<file path="src/rtl/dct_macu_pipe_if.sv">
// Handshake and data bundle for dct_macu_pipe: term input side plus strobed result side.
interface dct_macu_pipe_if #(
  parameter int unsigned A_W   = 12,
  parameter int unsigned B_W   = 11,
  parameter int unsigned RES_W = 24
);
  logic                    ena;
  logic                    clr;
  logic                    in_valid;
  logic signed [A_W-1:0]   a;
  logic signed [B_W-1:0]   b;
  logic                    out_valid;
  logic signed [RES_W-1:0] result;
  logic                    ovf;

  modport master (
    output ena, clr, in_valid, a, b,
    input  out_valid, result, ovf
  );

  modport slave (
    input  ena, clr, in_valid, a, b,
    output out_valid, result, ovf
  );
endinterface

</file>
<file path="src/rtl/dct_macu_pipe.sv">
// Pipelined signed multiply-accumulate for the forward DCT: TERMS products per result,
// optional saturation, arithmetic output scaling and a per-block sticky overflow flag.
module dct_macu_pipe #(
  parameter int unsigned A_W   = 12,
  parameter int unsigned B_W   = 11,
  parameter int unsigned ACC_W = 24,
  parameter int unsigned TERMS = 8,
  parameter int unsigned SHIFT = 0,
  parameter int unsigned SAT   = 1
) (
  input  logic           clk,
  input  logic           rst_n,
  dct_macu_pipe_if.slave bus
);
  localparam int unsigned P_W   = A_W + B_W;
  localparam int unsigned SUM_W = ACC_W + 1;
  localparam int unsigned RES_W = ACC_W - SHIFT;
  localparam int unsigned CNT_W = $clog2(TERMS);

  localparam logic signed [ACC_W-1:0] ACC_MAX  = {1'b0, {(ACC_W-1){1'b1}}};
  localparam logic signed [ACC_W-1:0] ACC_MIN  = {1'b1, {(ACC_W-1){1'b0}}};
  localparam logic [CNT_W-1:0]        CNT_LAST = CNT_W'(TERMS - 1);

  logic signed [P_W-1:0]   p_q, p_d;
  logic                    p_v_q, p_v_d;
  logic [CNT_W-1:0]        cnt_q, cnt_d;
  logic signed [ACC_W-1:0] acc_q, acc_d;
  logic                    blk_ovf_q, blk_ovf_d;
  logic                    out_valid_q, out_valid_d;
  logic signed [RES_W-1:0] result_q, result_d;
  logic                    ovf_q, ovf_d;

  logic signed [SUM_W-1:0] base;
  logic signed [SUM_W-1:0] sum;
  logic                    sum_of;
  logic signed [ACC_W-1:0] acc_upd;
  logic signed [ACC_W-1:0] acc_scaled;
  logic                    blk_ovf_upd;

  // Exact one-bit-wider sum; the first term of a block starts from zero.
  always_comb begin
    base = '0;
    if (cnt_q != '0) begin
      base = SUM_W'(acc_q);
    end
    sum         = SUM_W'(p_q) + base;
    sum_of      = sum[ACC_W] ^ sum[ACC_W-1];
    acc_upd     = sum[ACC_W-1:0];
    if (sum_of && (SAT != 0)) begin
      acc_upd = sum[ACC_W] ? ACC_MIN : ACC_MAX;
    end
    blk_ovf_upd = sum_of | ((cnt_q != '0) & blk_ovf_q);
    acc_scaled  = acc_upd >>> SHIFT;
  end

  // Next state, assuming an enabled edge; clr overrides any term in flight.
  always_comb begin
    p_d         = p_q;
    p_v_d       = bus.in_valid & ~bus.clr;
    cnt_d       = cnt_q;
    acc_d       = acc_q;
    blk_ovf_d   = blk_ovf_q;
    out_valid_d = 1'b0;
    result_d    = result_q;
    ovf_d       = ovf_q;

    if (bus.in_valid && !bus.clr) begin
      p_d = P_W'(bus.a) * P_W'(bus.b);
    end

    if (bus.clr) begin
      cnt_d     = '0;
      acc_d     = '0;
      blk_ovf_d = 1'b0;
    end else if (p_v_q) begin
      acc_d     = acc_upd;
      blk_ovf_d = blk_ovf_upd;
      if (cnt_q == CNT_LAST) begin
        cnt_d       = '0;
        out_valid_d = 1'b1;
        result_d    = RES_W'(acc_scaled);
        ovf_d       = blk_ovf_upd;
      end else begin
        cnt_d = cnt_q + CNT_W'(1);
      end
    end
  end

  always_ff @(posedge clk) begin
    if (!rst_n) begin
      p_q         <= '0;
      p_v_q       <= 1'b0;
      cnt_q       <= '0;
      acc_q       <= '0;
      blk_ovf_q   <= 1'b0;
      out_valid_q <= 1'b0;
      result_q    <= '0;
      ovf_q       <= 1'b0;
    end else if (bus.ena) begin
      p_q         <= p_d;
      p_v_q       <= p_v_d;
      cnt_q       <= cnt_d;
      acc_q       <= acc_d;
      blk_ovf_q   <= blk_ovf_d;
      out_valid_q <= out_valid_d;
      result_q    <= result_d;
      ovf_q       <= ovf_d;
    end
  end

  assign bus.out_valid = out_valid_q;
  assign bus.result    = result_q;
  assign bus.ovf       = ovf_q;
endmodule
</file>
<file path="src/flat_wrapper.sv">
// flat-port wrapper written by rule: the top's interface ports become plain ports
module dct_macu_pipe_flat 
#(
  parameter int unsigned A_W   = 12,
  parameter int unsigned B_W   = 11,
  parameter int unsigned ACC_W = 24,
  parameter int unsigned TERMS = 8,
  parameter int unsigned SHIFT = 0,
  parameter int unsigned SAT   = 1
)
  (clk, rst_n, bus_ena, bus_clr, bus_in_valid, bus_a, bus_b, bus_out_valid, bus_result, bus_ovf);
  dct_macu_pipe_if #(.A_W(A_W), .B_W(B_W)) bus_i ();
  input  logic clk;
  input  logic rst_n;
  input wire logic [$bits(bus_i.ena)-1:0] bus_ena;
  input wire logic [$bits(bus_i.clr)-1:0] bus_clr;
  input wire logic [$bits(bus_i.in_valid)-1:0] bus_in_valid;
  input wire logic [$bits(bus_i.a)-1:0] bus_a;
  input wire logic [$bits(bus_i.b)-1:0] bus_b;
  output wire logic [$bits(bus_i.out_valid)-1:0] bus_out_valid;
  output wire logic [$bits(bus_i.result)-1:0] bus_result;
  output wire logic [$bits(bus_i.ovf)-1:0] bus_ovf;
  assign bus_i.ena = bus_ena;
  assign bus_i.clr = bus_clr;
  assign bus_i.in_valid = bus_in_valid;
  assign bus_i.a = bus_a;
  assign bus_i.b = bus_b;
  assign bus_out_valid = bus_i.out_valid;
  assign bus_result = bus_i.result;
  assign bus_ovf = bus_i.ovf;
  dct_macu_pipe #(.A_W(A_W), .B_W(B_W), .ACC_W(ACC_W), .TERMS(TERMS), .SHIFT(SHIFT), .SAT(SAT)) u_core (.clk(clk), .rst_n(rst_n), .bus(bus_i));
endmodule
</file>
<file path="config.mk">
export PLATFORM = sky130hd
export DESIGN_NAME = dct_macu_pipe_flat
export DESIGN_NICKNAME = d
export VERILOG_FILES = /design/src/rtl/dct_macu_pipe_if.sv /design/src/rtl/dct_macu_pipe.sv /design/src/flat_wrapper.sv
export SDC_FILE = /design/constraint.sdc
export NUM_CORES = 1
export LEC_CHECK = 0
export CORE_MARGIN = 8
export CORE_UTILIZATION = 43
export DETAILED_ROUTE_END_ITERATION = 12
export PLACE_DENSITY = 0.63
export SLEW_MARGIN = 20
export SYNTH_ARGS = -nofsm -noshare
export SYNTH_HDL_FRONTEND = slang
export SYNTH_SLANG_ARGS = --single-unit
</file>
<file path="constraint.sdc">
create_clock -name clk -period 8.02 [get_ports clk]
set_input_delay 1.604 -clock clk [delete_from_list [all_inputs] [get_ports clk]]
set_output_delay 1.604 -clock clk [all_outputs]
set_load 0.02 [all_outputs]
</file>
# After elaboration in Yosys (flattened, before gate mapping)
# Index checks and enable logic that the tools add are counted.
# classes
n_eq_ne	1
n_bitwise	5
n_mul	1
reduce_logical	7
add_sub_neg	2
n_mux	13
# op_table
operator	count
$mux 24	4
$add 23x25->25	1
$mux 25	1
$mul 12x11->23	1
$mux 3	3
$mux 1	5
$reduce_and 2->1	2
$reduce_and 4->1	1
$add 3x1->3 const B	1
$eq 3x3->1 const B	1
$reduce_bool 3->1	1
$and 1x1->1	2
$reduce_bool 2->1	1
$logic_and 1x1->1	1
$logic_not 1->1	1
$not 1->1	1
$or 1x1->1	1
$xor 1x1->1	1
# totals
input_bits	28
wordCells	37
ff_bits	78
out_inout_bits	26

# Longest topological paths before layout
# Gate-level depths: netlist of the first run.
# logic_depth
word_depth	7
ltp_mapped	21
depth_no_buf	21

# Worst setup path after synthesis of the first run
# Ideal clock, no wire load.
# synth_path
path_kind	in2reg
startpoint	in bus_b[2]
endpoint	reg u_core.p_q[22]
stages	19
path_buffers	1
path_slack_ns	1.102
required_ns	7.903
t_arrival_ns	6.801
path_cell_list	clkbuf_1 -> nand2_1 -> inv_1 -> fa_1 -> fa_1 -> fa_1 -> fa_1 -> inv_1 -> fa_1 -> inv_1 -> ha_1 -> a21o_1 -> a21o_1 -> or3_1 -> o211a_1 -> o31a_1 -> or4_1 -> nand4_1 -> o21ai_1
# synth_via
elab_chain_len	1
# synth_lines
element	line	rtl
start: declaration	flat_wrapper.sv:19	input wire logic [$bits(bus_i.b)-1:0] bus_b;
$mul 12x11->23	dct_macu_pipe.sv:68	p_d = P_W'(bus.a) * P_W'(bus.b);
end signal: assignment	dct_macu_pipe.sv:100	p_q <= p_d;
end: declaration	dct_macu_pipe.sv:24	logic signed [P_W-1:0] p_q, p_d;
# Every way passes these cells.
# A chain may end at the register's enable or synchronous reset.

# Worst setup path in the final report of the first run
# Ends and elaborated chain as after synthesis.

==> results of run 1 <==
==> power by group <==
| group | internal (mW) | total [mW] | switching, mW |
|---|---|---|---|
| combinational | 1.07 | 2.46 | 1.39 |
| sequential | 0.419 | 0.450 | 0.0313 |
| clock | 0.248 | 0.413 | 0.164 |
| total | 1.73 | 3.32 | 1.59 |
==> Yosys cell counts, types with 7 or more instances <==
cell	count	area (um2)
and3_1	7	43.8
maj3_2	7	78.8
nor2_1	38	143
o21ai_1	36	180
a31oi_1	7	43.8
a21oi_1	46	230
dfxtp_1	78	1560
xnor2_1	22	193
a21o_1	22	165
o211ai_1	11	82.6
xor2_1	18	158
nor2b_1	10	62.6
fa_1	127	2540
inv_1	183	687
a21boi_0	7	52.6
nand2_1	146	548
and2_1	93	582
o21ai_0	39	195
clkbuf_1	40	150
buf_2	11	55.1
ha_1	76	951
nor3_1	9	45.0
nand3_1	12	60.1
nand2b_1	15	93.8
==> worst max path at each step <==
| stage | start | end | slack (ns) | cells past startpoint |
|---|---|---|---|---|
| 3_3_place_gp | bus_b[2] | u_core.p_q[22] | 0.36 | 19 |
| 5_1_grt | bus_b[2] | u_core.p_q[22] | 0.35 | 19 |
| 3_5_place_dp | bus_b[2] | u_core.p_q[22] | 0.28 | 19 |
| 4_1_cts | bus_b[2] | u_core.p_q[22] | 0.63 | 19 |
| 2_1_floorplan | bus_b[2] | u_core.p_q[22] | 1.10 | 19 |
| 6_report | bus_b[2] | u_core.p_q[22] | 0.63 | 19 |
==> flip-flops by register name (all words and copies together) (netlist names) <==
| signal | cells |
|---|---|
| u_core.p_v_q | 1 |
| u_core.acc_q | 24 |
| u_core.bus.ovf | 1 |
| u_core.cnt_q | 3 |
| u_core.p_q | 23 |
| u_core.bus.result | 24 |
| u_core.blk_ovf_q | 1 |
| u_core.bus.out_valid | 1 |
==> worst max-delay path, stage by stage <==
cell,delay (ns)
clkdlybuf4s50_1,0.80
nand2_1,0.17
inv_1,0.15
fa_1,0.55
fa_1,0.56
fa_1,0.44
fa_1,0.54
inv_1,0.05
fa_1,0.52
inv_1,0.04
ha_1,0.36
a21o_1,0.21
a21o_1,0.17
or3_1,0.33
o211a_1,0.23
o31a_1,0.26
or4_1,0.47
nand4_1,0.08
o21ai_1,0.06
==> cell usage in the layout (no fill, tap or decap), types with 9 or more instances in the layout <==
master             n
nand2_1          146
nand3_1           12
o21ai_0           39
o21ai_1           35
xnor2_1           21
clkbuf_16          9
nand2b_1          15
and2_1            93
clkdlybuf4s50_1   53
a21o_1            22
inv_1            183
o211ai_1          11
nor2b_1           10
fa_1             127
a21oi_1           46
nor3_1             9
xor2_1            18
buf_4             14
nor2_1            38
dfxtp_1           78
ha_1              76
==> metal layers <==
| metal | GRT usage (%) | wire [um] | up-vias |
|---|---|---|---|
| met3 | 2.37 | 736 | 27 |
| met4 | 4.18 | 357 | 0 |
| li1 | - | - | 3644 |
| met1 | 22.6 | 10200 | 3632 |
| met5 | 0 | 0 | - |
| met2 | 28.8 | 10200 | 116 |
==> kinds of logic after synthesis <==
kind of cell             count (synthesis)
buffers and inverters                  235
flip-flops                              78
AO/OA/AOI/OAI                          218
adder cells (fa/ha/maj)                210
multiplexers                             2
AND/OR/NAND/NOR                        342
XOR/XNOR                                40
==> per-stage QoR <==
| stage | hold slack [ns] | cell area [um2] | total power, mW | util, % |
|---|---|---|---|---|
| after CTS | 0.445 | 10600 | 3.37 | 48.7 |
| after global routing | 0.465 | 10600 | 3.76 | 48.7 |
| after detailed placement | 0.437 | 10300 | 2.93 | 47.3 |
| after global placement | 0.429 | 10300 | 2.91 | 47.3 |
| after floorplan | 0.423 | 9490 | 2.41 | - |
| final | 0.443 | 10600 | 3.32 | 48.7 |
==> area by class of cell <==
cell class                 instances  area [um2]  share of cell area (%)
clock buffer                      10         239                    2.26
clock inverter                     6        61.3                   0.579
inverter                         184         691                    6.52
multi-input combinational        812        7050                    66.5
sequential                        78        1560                    14.7
tap                              280         350                    3.31
timing repair buffer              68         647                    6.10
==> impl_metrics.ini, run 1 <==
[worst_hold_path]
holdPathStages = 2
hp-class = reg -> reg
whs_endpoint = u_core.bus.result[9]
min_from = u_core.bus.result[9]

[critical_path]
r2r-start = u_core.cnt_q[0]
setup.worst_path.class = in -> reg
rr_worst_depth = 16
critPathRequiredTime_ns = 8.25
cp-start-kind = input port
path_max_fanout = 12
r2r-end = u_core.acc_q[8]
crit_path_end_kind = flop
ff2ff_setup_slack_ns = 3.51
crit_arrival_ns = 7.62

[yosys]
synthArstFlopShare_pct = 0
ys_ff_latch = 78
synth-main-ff-cell = dfxtp_1
synth-simple-area-share_pct = 17.5
synth.area.mux_share_pct = 0.224
yosys_warnings = 0
seq_area_frac_synth_pct = 16.4
synth-adder-area-share_pct = 37.6
synth_top_family_by_area = adder cells
synth_edf_count = 0
netlist_area_mm2 = 0.00949
synth_cells = 1125
synth_cell_type_count = 62
synthXorXnorAreaFrac_pct = 3.69
avgSynthCellArea_um2 = 8.44
syn_nets = 1356
synth_compound_area_share_pct = 15.1

[finish]
area_growth_pct = 11.6
num-fill-cells = 2152
fin_cells = 1438
nets = 1384
antenna_cells = 0
layout-drive-gt1-share_pct = 4.84

[clock_network]
postCtsHoldBufs = 0
cts_buffers = 9
clk_pin_slew_ns = 0.06
cts_setup_buffers = 0
cts.path.max_buffers = 2
clock-root-buffer = clkbuf_16
cts_resized = 0
ctsHtreeMaxLevel = 3
clock_sinks = 78
clk_latency_ns = 0.34
cts_tree = built

[sta]
tns_ns = 0
fin_crit_sh_pct = 92.1
worst_pin_slew_ns = 1.06
fmax_ghz = 0.135
slew_viol_final = 0
rsz0062_at_grt = no
setup-violations-final = 0
setup_slack_ns = 0.631
slew_headroom_pct = 29.2
hold_violations = 0
fin_worst_skew_ns = 0.00638
post-route-min-period_ns = 7.39

[place]
gp_congestion = 0.855
placedCellCount = 1421
dp_slack_ns = 0.285
port_buffers = 53
dpl.hpwl_um = 17200

[floorplan]
die_area_mm2 = 0.0271
die_x_um = 165
row_count = 54
start_util_pct = 43.6
ioPinCount = 54
dieHeight_um = 165
design.core.area_mm2 = 0.0218

[global_routing]
grt_start_max_net_pins = 48
antenna_found_initial = 0
gr-total-overflow = 0
grt_pass1_wl_um = 37600
grt_pass1_vias = 7740
track_usage_pct = 17.0

[routing]
first_pass_iters = 5
wirelength_um = 21500
dr.first_iter.drc_count = 349
ant_nets = 0
dr_total_vias = 7419
viasPerCell = 5.16
drc = 0
wl_per_cell_um = 14.9

[run]
cap_violations = 0

[power_and_ir_drop]
power.density_mw_per_mm2 = 314
p_leak_nw = 4.97
ir_drop_mv = 0.288

[status]
status = complete, no violations
No activity file was read; power rests on OpenSTA's default activity.
==> inputs of run 2 (changes only) <==
Settings changed: CELL_PAD_IN_SITES_DETAIL_PLACEMENT set to 0, CELL_PAD_IN_SITES_GLOBAL_PLACEMENT set to 1, PLACE_DENSITY 0.63 to 0.78.
==> run 2 against run 1 <==
Die area did not move. Sequential cell count unchanged. Global-route usage increased by 0.11 points. Highest routed layer unchanged.
==> impl_metrics.ini, run 2 (synthesized netlist as in run 1, its figures left out) <==
[critical_path]
r2r-end = u_core.bus.result[16]
crit_path_end_kind = flop
critPathRequiredTime_ns = 8.24
rr_worst_depth = 17
cp-start-kind = input port
max_stage_delay_ns = 0.73
crit_path_frequent_cell = fa_1
ff2ff_setup_slack_ns = 3.57
slowest_stage = fa_1
crit_start = bus_a[11]
crit_arrival_ns = 7.49
cp-endpoint = u_core.p_q[22]
setup.worst_path.class = in -> reg
path_max_fanout = 11
r2r-start = u_core.cnt_q[0]
path_cells = clkdlybuf4s50_1 > and2_1 > fa_1 > fa_1 > fa_1 > fa_1 > inv_1 > fa_1 > inv_1 > ha_1 > a21o_1 > a21o_1 > or3_1 > o211a_1 > o31a_1 > or4_1 > nand4_1 > o21ai_1

[floorplan]
die_area_mm2 = 0.0271
row_count = 54
dieHeight_um = 165
ioPinCount = 54
die_x_um = 165
start_util_pct = 43.6
design.core.area_mm2 = 0.0218

[sta]
slew_viol_final = 0
tns_ns = 0
fin_crit_sh_pct = 90.6
slew_headroom_pct = 29.3
hold_violations = 0
fin_worst_skew_ns = 0.00621
fmax_ghz = 0.138
rsz0062_at_grt = no
setup-violations-final = 0
worst_pin_slew_ns = 1.06
post-route-min-period_ns = 7.27

[worst_hold_path]
min_from = u_core.bus.result[11]
hp-class = reg -> reg

[finish]
layout-drive-gt1-share_pct = 4.84
nets = 1384
multi_input_area_mm2 = 0.00705
fin_area_mm2 = 0.0106
num-fill-cells = 2168
layout_commonest_cell = inv_1
seq_area_mm2 = 0.00156
antenna_cells = 0
layout_common_cells = inv_1 (183), nand2_1 (146), fa_1 (127)
area_growth_pct = 11.6
fin_util_pct = 48.7

[routing]
drc = 0
ant_nets = 0
wirelength_um = 21700
dr.first_iter.drc_count = 455
viasPerCell = 5.18
dr_total_vias = 7443
wl_per_cell_um = 15.1
first_pass_iters = 5

[status]
status = complete, no violations

[clock_network]
clock_sinks = 78
cts_resized = 0
cts.path.max_buffers = 2
cts_tree = built
clk_latency_ns = 0.34
clock-root-buffer = clkbuf_16
clk_pin_slew_ns = 0.06
cts_setup_buffers = 0
postCtsHoldBufs = 0
ctsHtreeMaxLevel = 3
cts_buffers = 9

[global_routing]
track_usage_pct = 17.2
grt_pass1_wl_um = 37800
grt_start_max_net_pins = 48
gr-total-overflow = 0
antenna_found_initial = 0
grt_pass1_vias = 7652

[run]
cap_violations = 0

[place]
gp_congestion = 0.872
placedInstanceArea_mm2 = 0.0103
dpl.hpwl_um = 17600
port_buffers = 53

[power_and_ir_drop]
power.density_mw_per_mm2 = 314
p_leak_nw = 4.96
ir_drop_mv = 0.302
## run 2: cell count changes in the layout (fill, tap and decap cells not counted), sizes merged
cell	delta
clkbuf	-1
inv	+1
## run 2: worst max-delay path, delay by kind of cell
kind | cells | cell delay (ns)
fa+ha+maj | 6 | 3.11
compound gates | 5 | 0.94
buf+inv | 3 | 0.67
simple gates | 4 | 1.16
## run 2: worst min-delay path by stage
stage                            end  slack, ns  cells past startpoint
4_1_cts              u_core.acc_q[0]       0.45                      2
6_report       u_core.bus.result[11]       0.44                      2
2_1_floorplan        u_core.acc_q[0]       0.42                      2
3_5_place_dp         u_core.acc_q[0]       0.44                      2
5_1_grt        u_core.bus.result[19]       0.46                      2
3_3_place_gp         u_core.acc_q[0]       0.43                      2
## run 2: layout make-up
class	instances	area share [%]
multi-input combinational	812	66.5
clock inverter	7	0.697
timing repair buffer	68	6.10
inverter	184	6.52
clock buffer	9	2.13
sequential	78	14.7
tap	280	3.31
## run 2: where the power goes
| part | internal [mW] | switching (mW) | leakage (nW) |
|---|---|---|---|
| registers | 0.418 | 0.0296 | 0.630 |
| logic | 1.07 | 1.39 | 4.19 |
| clock network | 0.242 | 0.174 | 0.146 |
| total | 1.73 | 1.59 | 4.96 |
## run 2: per-layer routing
layer	wire [um]	vias to the layer above	GRT usage (%)	share of wire, %
li1	-	3652	-	-
met1	10300	3660	23.2	48
met2	10400	111	29.2	48
met3	688	20	2.42	3.2
met4	241	0	2.74	1.1
met5	0	-	0	0
## run 2: through the flow
stage | power [mW] | worst slack [ns] | hold slack, ns | instances
2_1_floorplan | 2.41 | 1.10 | 0.423 | 1125
3_3_place_gp | 2.93 | 0.459 | 0.431 | 1421
3_5_place_dp | 2.94 | 0.384 | 0.438 | 1421
4_1_cts | 3.37 | 0.742 | 0.447 | 1437
5_1_grt | 3.76 | 0.469 | 0.462 | 1438
6_report | 3.32 | 0.754 | 0.444 | 1438
